===== src/rtl/led_sched_pkg.sv =====
// Shared types and constants for the LED display scheduler.
package led_sched_pkg;

    typedef enum logic [1:0] {
        ST_IDLE  = 2'd0,
        ST_PULSE = 2'd1,
        ST_HOLD  = 2'd2
    } state_t;

    localparam int LED_W     = 4;
    localparam int MIN_PULSE = 2;
    localparam int MIN_HOLD  = 2;

endpackage


===== src/rtl/led_rr_arb.sv =====
// Combinational round-robin winner search: scans upward from ptr+1 with wrap.
module led_rr_arb #(
    parameter int NUM_REQ = 3,
    parameter int ID_W    = $clog2(NUM_REQ)
) (
    input  logic [NUM_REQ-1:0] req,
    input  logic [ID_W-1:0]    ptr,
    output logic [ID_W-1:0]    win_id,
    output logic               win_vld
);

    int              idx;
    logic [ID_W-1:0] idx_w;

    always_comb begin
        win_id  = '0;
        win_vld = 1'b0;
        idx     = 0;
        idx_w   = '0;
        for (int off = 1; off <= NUM_REQ; off++) begin
            idx   = (int'(ptr) + off) % NUM_REQ;
            idx_w = idx[ID_W-1:0];
            if (!win_vld && req[idx_w]) begin
                win_vld = 1'b1;
                win_id  = idx_w;
            end
        end
    end

endmodule


===== src/rtl/led_sched.sv =====
// Round-robin scheduler for the shared 4-bit LED display with a minimum display time.
// Optional requester-0 priority/preemption is enabled by defining LED_SCHED_PREEMPT_EN.
module led_sched
    import led_sched_pkg::*;
#(
    parameter int NUM_REQ      = 3,
    parameter int PULSE_CYCLES = 4,
    parameter int HOLD_CYCLES  = 25000000,
    parameter int ID_W         = $clog2(NUM_REQ)
) (
    input  logic                     sys_clk,
    input  logic                     sys_rst_n,
    input  logic [NUM_REQ-1:0]       req,
    input  logic [LED_W*NUM_REQ-1:0] req_data,
    output logic [NUM_REQ-1:0]       ack,
    output logic                     led_en,
    output logic [LED_W-1:0]         led_data,
    output logic                     busy,
    output logic [ID_W-1:0]          grant_id
);

    localparam int MAX_CYC = (PULSE_CYCLES > HOLD_CYCLES) ? PULSE_CYCLES : HOLD_CYCLES;
    localparam int CNT_W   = $clog2(MAX_CYC + 1);

    state_t           state;
    state_t           state_nxt;
    logic [CNT_W-1:0] cnt;
    logic [ID_W-1:0]  ptr;
    logic [ID_W-1:0]  win_id;
    logic             win_vld;
    logic             grant;
    logic [ID_W-1:0]  grant_sel;
    logic             ptr_upd;

    led_rr_arb #(
        .NUM_REQ (NUM_REQ),
        .ID_W    (ID_W)
    ) u_arb (
        .req     (req),
        .ptr     (ptr),
        .win_id  (win_id),
        .win_vld (win_vld)
    );

    always_comb begin
        state_nxt = state;
        grant     = 1'b0;
        grant_sel = win_id;
        ptr_upd   = 1'b1;
        case (state)
            ST_IDLE: begin
                if (win_vld) begin
                    grant     = 1'b1;
                    state_nxt = ST_PULSE;
                end
`ifdef LED_SCHED_PREEMPT_EN
                // Requester 0 wins outright and leaves the pointer alone so the others stay fair.
                if (req[0]) begin
                    grant     = 1'b1;
                    grant_sel = '0;
                    ptr_upd   = 1'b0;
                    state_nxt = ST_PULSE;
                end
`endif
            end
            ST_PULSE: begin
                if (cnt == CNT_W'(PULSE_CYCLES - 1)) state_nxt = ST_HOLD;
            end
            ST_HOLD: begin
                if (cnt == CNT_W'(HOLD_CYCLES - 1)) begin
                    state_nxt = ST_IDLE;
                end
`ifdef LED_SCHED_PREEMPT_EN
                else if (req[0] && (cnt >= CNT_W'(MIN_HOLD))) begin
                    state_nxt = ST_IDLE;
                end
`endif
            end
            default: state_nxt = ST_IDLE;
        endcase
    end

    always_ff @(posedge sys_clk or negedge sys_rst_n) begin
        if (!sys_rst_n) begin
            state    <= ST_IDLE;
            cnt      <= '0;
            ptr      <= ID_W'(NUM_REQ - 1);
            ack      <= '0;
            led_en   <= 1'b0;
            led_data <= '0;
            grant_id <= '0;
        end else begin
            state  <= state_nxt;
            // led_en trails the state by one cycle so it rises after the ack cycle.
            led_en <= (state == ST_PULSE);
            ack    <= '0;
            if ((state_nxt != state) || (state == ST_IDLE)) begin
                cnt <= '0;
            end else begin
                cnt <= cnt + 1'b1;
            end
            if (grant) begin
                ack      <= NUM_REQ'(1) << grant_sel;
                led_data <= req_data[grant_sel*LED_W +: LED_W];
                grant_id <= grant_sel;
                if (ptr_upd) ptr <= grant_sel;
            end
        end
    end

    assign busy = (state != ST_IDLE);

endmodule


===== config.mk =====
export PLATFORM = sky130hd
export DESIGN_NAME = led_sched
export DESIGN_NICKNAME = d
export VERILOG_FILES = /design/src/rtl/led_sched_pkg.sv /design/src/rtl/led_rr_arb.sv /design/src/rtl/led_sched.sv
export SDC_FILE = /design/constraint.sdc
export NUM_CORES = 1
export LEC_CHECK = 0
export BUFFER_PORTS_ARGS = -buffer_cell sky130_fd_sc_hd__buf_4
export CAP_MARGIN = 0
export CORE_ASPECT_RATIO = 1.1
export CORE_MARGIN = 2
export CORE_UTILIZATION = 50
export DETAILED_ROUTE_END_ITERATION = 7
export MAX_ROUTING_LAYER = met4
export PLACE_DENSITY = 0.78
export SYNTH_ARGS = -nofsm -noshare
export SYNTH_HDL_FRONTEND = slang
export SYNTH_SLANG_ARGS = --single-unit

===== constraint.sdc =====
create_clock -name sys_clk -period 2.75 [get_ports sys_clk]
set_clock_uncertainty 0.1 [all_clocks]
set_input_delay 0.55 -clock sys_clk [delete_from_list [all_inputs] [get_ports sys_clk]]
set_output_delay 0.55 -clock sys_clk [all_outputs]
set_load 0.1 [all_outputs]

=== Yosys cells after proc, flatten, opt, wreduce, memory -nomap -nowiden ===
Cells that the tools add are included.

* Flip-flop bits (word level): 39
* Input bits: 17
* Logic and storage cells: 51

* Add/subtract/negate cells: 4
* Divide/modulo/power cells: 3
* Magnitude comparators: 3
* Equality and inequality tests: 5
* Shift-type cells: 2
* Multiplexer cells: 20
* Reductions and logical operators: 7

{| class="wikitable"
|+ Operator list
! operator !! count
|-
| remainder unit 32 x 3 -> 32 bit (second input constant) || 3
|-
| adder 25 x 1 -> 25 bit (second input constant) || 1
|-
| equality test 25 x 2 -> 1 bit (second input constant) || 1
|-
| equality test 25 bit (second input constant) || 1
|-
| 2-to-1 mux 25 bit || 1
|-
| 2-to-1 mux 2 bit || 6
|-
| variable part select 12 x 5 -> 4 bit || 1
|-
| less-than comparator 2 x 3 -> 1 bit (second input constant) || 3
|-
| 2-to-1 mux 1 bit || 8
|-
| adder 2 x 2 -> 3 bit (second input constant) || 2
|-
| binary-select mux 1 bit (select 2 bit) || 3
|-
| one-hot mux 2 bit (3 select lines) || 1
|-
| adder 2 x 1 -> 3 bit (second input constant) || 1
|-
| 2-to-1 mux 3 bit || 1
|-
| << shifter 1 x 2 -> 3 bit (first input constant) || 1
|-
| equality test 2 x 1 -> 1 bit (second input constant) || 1
|-
| equality test 2 bit (second input constant) || 1
|-
| logical AND 1 bit || 2
|-
| zero test 1 bit || 2
|-
| zero test 2 bit || 1
|-
| != test 2 bit || 1
|-
| nonzero test 2 bit || 1
|-
| logical OR 1 bit || 1
|}

=== Depth between registers and ports, before layout ===
* Depth after elaboration: 16
* Gate-level depth with buffers: 8
* Gate-level depth less buffers: 7

=== Modules after synthesis ===
Synthesis repeated with hierarchy kept, for this count alone.

* Cell total of the unflattened synthesis: 219
* Area, all modules: 2,168.3 µm²

{| class="wikitable"
|+ Modules (own cells, without submodules)
! module !! times used !! cells each !! area an instance (µm²) !! sequential area each (µm²)
|-
| led_sched || 1 || 199 || 2,037.0 || 952.2
|-
| led_rr_arb || 1 || 20 || 131.4 || 0.0
|}

=== Least setup slack after synthesis ===
OpenSTA, ideal clock, no wires.

* Path type: reg-to-reg
* Start point: register ptr[1]
* End point: register led_data[0]
* Setup time: 0.145 ns
* Arrival time: 1.874 ns
* Required time: 2.505 ns
* Slack: 0.631 ns
* Stages on the path, launching flop included: 9
* Path buffers: 1
* Clock period less this slack: 2.119 ns
* Cell sequence: dfstp_2 > inv_1 > ha_1 > buf_2 > a21bo_2 > a21oi_2 > nor2_1 > a21oi_1 > o221ai_1

* Longest elaborated chain between the ends: 13
* Elaborated cells between the ends (all ways): 25

{| class="wikitable"
|+ Ends and longest elaborated chain
! element !! RTL line !! text
|-
| start: declaration || led_sched.sv:28 || <nowiki>logic [ID_W-1:0] ptr;</nowiki>
|-
| start signal: assignment || led_sched.sv:87 || <nowiki>ptr <= ID_W'(NUM_REQ - 1);</nowiki>
|-
| start signal: assignment || led_sched.sv:106 || <nowiki>if (ptr_upd) ptr <= grant_sel;</nowiki>
|-
| branches (longest 13 deep; another with remainder unit 32 x 3 -> 32 bit) || -- ||
|-
| end signal: assignment || led_sched.sv:104 || <nowiki>led_data <= req_data[grant_sel*LED_W +: LED_W];</nowiki>
|-
| end: declaration || led_sched.sv:17 || <nowiki>output logic [LED_W-1:0] led_data,</nowiki>
|}

Parallel ways; which one is timed is not known. The select of a mux whose other input is x is not followed.
A chain may end at the register's enable or synchronous reset.

=== Worst setup path in the final report ===
* Start point: register ptr[1]
* End point: register led_data[3]

The elaborated chain is that of the path after synthesis.

==> impl_metrics.env <==
export IMPL_maxSlewViolCount=0
export IMPL_dpl_worst_slack_ps=550
export IMPL_yosys_area_top_type="dfrtp_1"
export IMPL_firstDrtPassIters=5
export IMPL_yosys_warnings=0
export IMPL_track_usage_pct=21.3
export IMPL_synth_edf_count=0
export IMPL_finalCritPeriodShare_pct=81.8
export IMPL_syn_avg_cell_area_um2=9.67
export IMPL_path_max_fanout=9
export IMPL_crit_required_ps=2800
export IMPL_holdWs_ps=119
export IMPL_synth_top_area_share_pct=44.5
export IMPL_hold_violations=0
export IMPL_syn_cell_area_mm2=0.00208
export IMPL_vias_per_cell=5.55
export IMPL_dp_hpwl_um=3000
export IMPL_cp_start_kind="flop"
export IMPL_insertion_delay_ps=290
export IMPL_async_flop_share_pct=100
export IMPL_htreeDepth=2
export IMPL_final_nets=265
export IMPL_wl_per_cell_um=14.7
export IMPL_path_clk_slew_ps=70
export IMPL_portBuffers=27
export IMPL_rsz0062_at_grt="no"
export IMPL_cts_root_buf="clkbuf_8"
export IMPL_netlist_instances=215
export IMPL_setup_violations=0
export IMPL_synth_top_cells_by_count="dfrtp_1 (37), nor2_1 (34), xnor2_1 (18)"
export IMPL_grt_max_degree=39
export IMPL_drive_gt1_share_pct=19.2
export IMPL_crit_slowest_cell="dfstp_2"
export IMPL_netlist_top_cells_area="dfrtp_1 (45%), xnor2_1 (7.6%), nor2_1 (6.1%)"
export IMPL_synth_most_common_cell="dfrtp_1"
export IMPL_fin_ws_ps=499
export IMPL_crit_chain="inv_1, ha_1, a22oi_1, a21oi_2, o211ai_2, mux2i_1, o221ai_1"
export IMPL_cts_buffers=5
export IMPL_synth_cell_types=43
export IMPL_ys_seq_area_share_pct=45.8
export IMPL_drt_iter0_markers=102
export IMPL_initial_utilization_pct=52.1
export IMPL_slew_headroom_pct=64.9
export IMPL_row_count=24
export IMPL_critPathKind="flop to flop"
export IMPL_power_density_mw_per_mm2=454
export IMPL_vias=1648
export IMPL_diodes=0
export IMPL_status="completed"
export IMPL_fp_dieH_um=71.6
export IMPL_cp_arrival_ps=2300
export IMPL_drt_wl_total_um=4360
export IMPL_ctsHoldBuffers=0
export IMPL_die_w_um=65.5
export IMPL_worst_pin_slew_ps=521
export IMPL_grt_ovfl_total=0
export IMPL_post_cts_resized=0
export IMPL_clock_sinks=38
export IMPL_area_delta_synth_final_pct=15.5
export IMPL_crit_path_end_kind="flop"
export IMPL_crit_family="compound AO/OA/AOI/OAI gates"
export IMPL_power_leakage_nw=1.04
export IMPL_die_area_mm2=0.00469
export IMPL_io_pin_count=28
export IMPL_critPathBufInv=1
export IMPL_hp_class="primary input to async pin"
export IMPL_clock_fmax_ghz=0.444
export IMPL_post_cts_buffers=0
export IMPL_cts_tree="yes"
export IMPL_drc=0
export IMPL_grt_pass1_vias=1611
export IMPL_ir_drop_mv=0.367
export IMPL_ys_ff_latch=38
export IMPL_gp_congestion=0.798
export IMPL_cp_slowest_stage_delay_ps=560
export IMPL_ant_nets=0
export IMPL_grt_pass1_wl_um=7440
export IMPL_core_mm2=0.00399
export IMPL_clockBufferDepth=2
export IMPL_final_setup_tns_ps=0
export IMPL_drv_cap=0
export IMPL_synth_ff_type="dfrtp_1"
export IMPL_synth_fp_nets=236
export IMPL_antenna_found_initial=0
export IMPL_min_period_ps=2250
[worst reg2reg max path, delay by kind of cell (launching register included)]
| kind | cells | cell delay (ps) |
|---|---|---|
| buf+inv | 1 | 50 |
| flops | 1 | 560 |
| mux | 1 | 250 |
| fa+ha+maj | 1 | 270 |
| compound gates | 4 | 880 |
[cells by family after synthesis]
family / count (synthesis) / share of synthesized area, %
AO/OA/AOI/OAI: 25 / 10.1
flip-flops: 38 / 45.8
adder cells (fa/ha/maj): 4 / 2.41
buffers and inverters: 22 / 5.35
multiplexers: 5 / 2.41
AND/OR/NAND/NOR: 98 / 24.2
XOR/XNOR: 23 / 9.69
[path summary, 6_finish.rpt]
check	startpoint	to	slack [ps]	depth (start not counted)
min	sys_rst_n	cnt[9]	120	1
max reg2reg	ptr[1]	led_data[3]	500	7
max in group asynchronous	sys_rst_n	ptr[1]	2070	1
max	ptr[1]	led_data[3]	500	7
min in group sys_clk	req_data[11]	led_data[3]	370	3
min reg2reg	state[1]	led_en	400	1
[where the power goes]
part	total, W	switching [W]	internal (W)
combinational	0.000126	0.0000822	0.0000441
sequential	0.000568	0.00000371	0.000564
clock	0.000396	0.000193	0.000202
[final cells by class]
class | instances | area, um^2
clock buffers | 7 | 86.3
clock inverters | 1 | 5.00
fillers | 349 | 1590
inverters | 14 | 52.6
multi-input cells | 155 | 1020
flip-flops and latches | 38 | 952
well taps | 52 | 65.1
repair buffers | 30 | 225
[state kept, by name, summed over array words and instances (netlist names)]
| register | count |
|---|---|
| cnt | 25 |
| ack | 3 |
| ptr | 1 |
| led_en | 1 |
| led_data | 4 |
| state | 2 |
| grant_id | 2 |
[layer usage]
metal | GRT usage [%] | part of all wire, % | vias to the layer above
li1 | - | - | 808
met1 | 27.1 | 45 | 800
met2 | 32.4 | 51 | 35
met3 | 4.87 | 3.2 | 5
met4 | 9.95 | 1.3 | 0
met5 | - | 0 | -
[through the flow]
step                      area, um^2  utilization [%]  power, W  cells
final                           2400             60.2   0.00109    297
after global routing            2400             60.2   0.00112    297
after CTS                       2400             60.2   0.00109    297
after detailed placement        2310             57.9  0.000705    289
after global placement          2310             57.9  0.000703    289
after floorplan                 2080                -  0.000658    215
[placed cells by master, fill, tap and decap left out, drive strengths merged]
cell type   n
a21bo       1
a21boi      1
a21o        1
a21oi       2
a22oi       1
and2        1
and3        1
and4        5
buf        30
clkbuf      7
clkinv      1
dfrtp      37
dfstp       1
ha          4
inv        14
mux2i       5
nand2      12
nand2b      1
nand3      12
nand3b      2
nand4       5
nor2       34
nor2b       6
nor3        7
nor4       11
nor4b       1
o2111ai     1
o211ai      2
o21a        5
o21ai       3
o221ai      4
o22ai       1
o31ai       1
o41ai       2
xnor2      18
xor2        5
No activity file was read; power rests on OpenSTA's default activity.
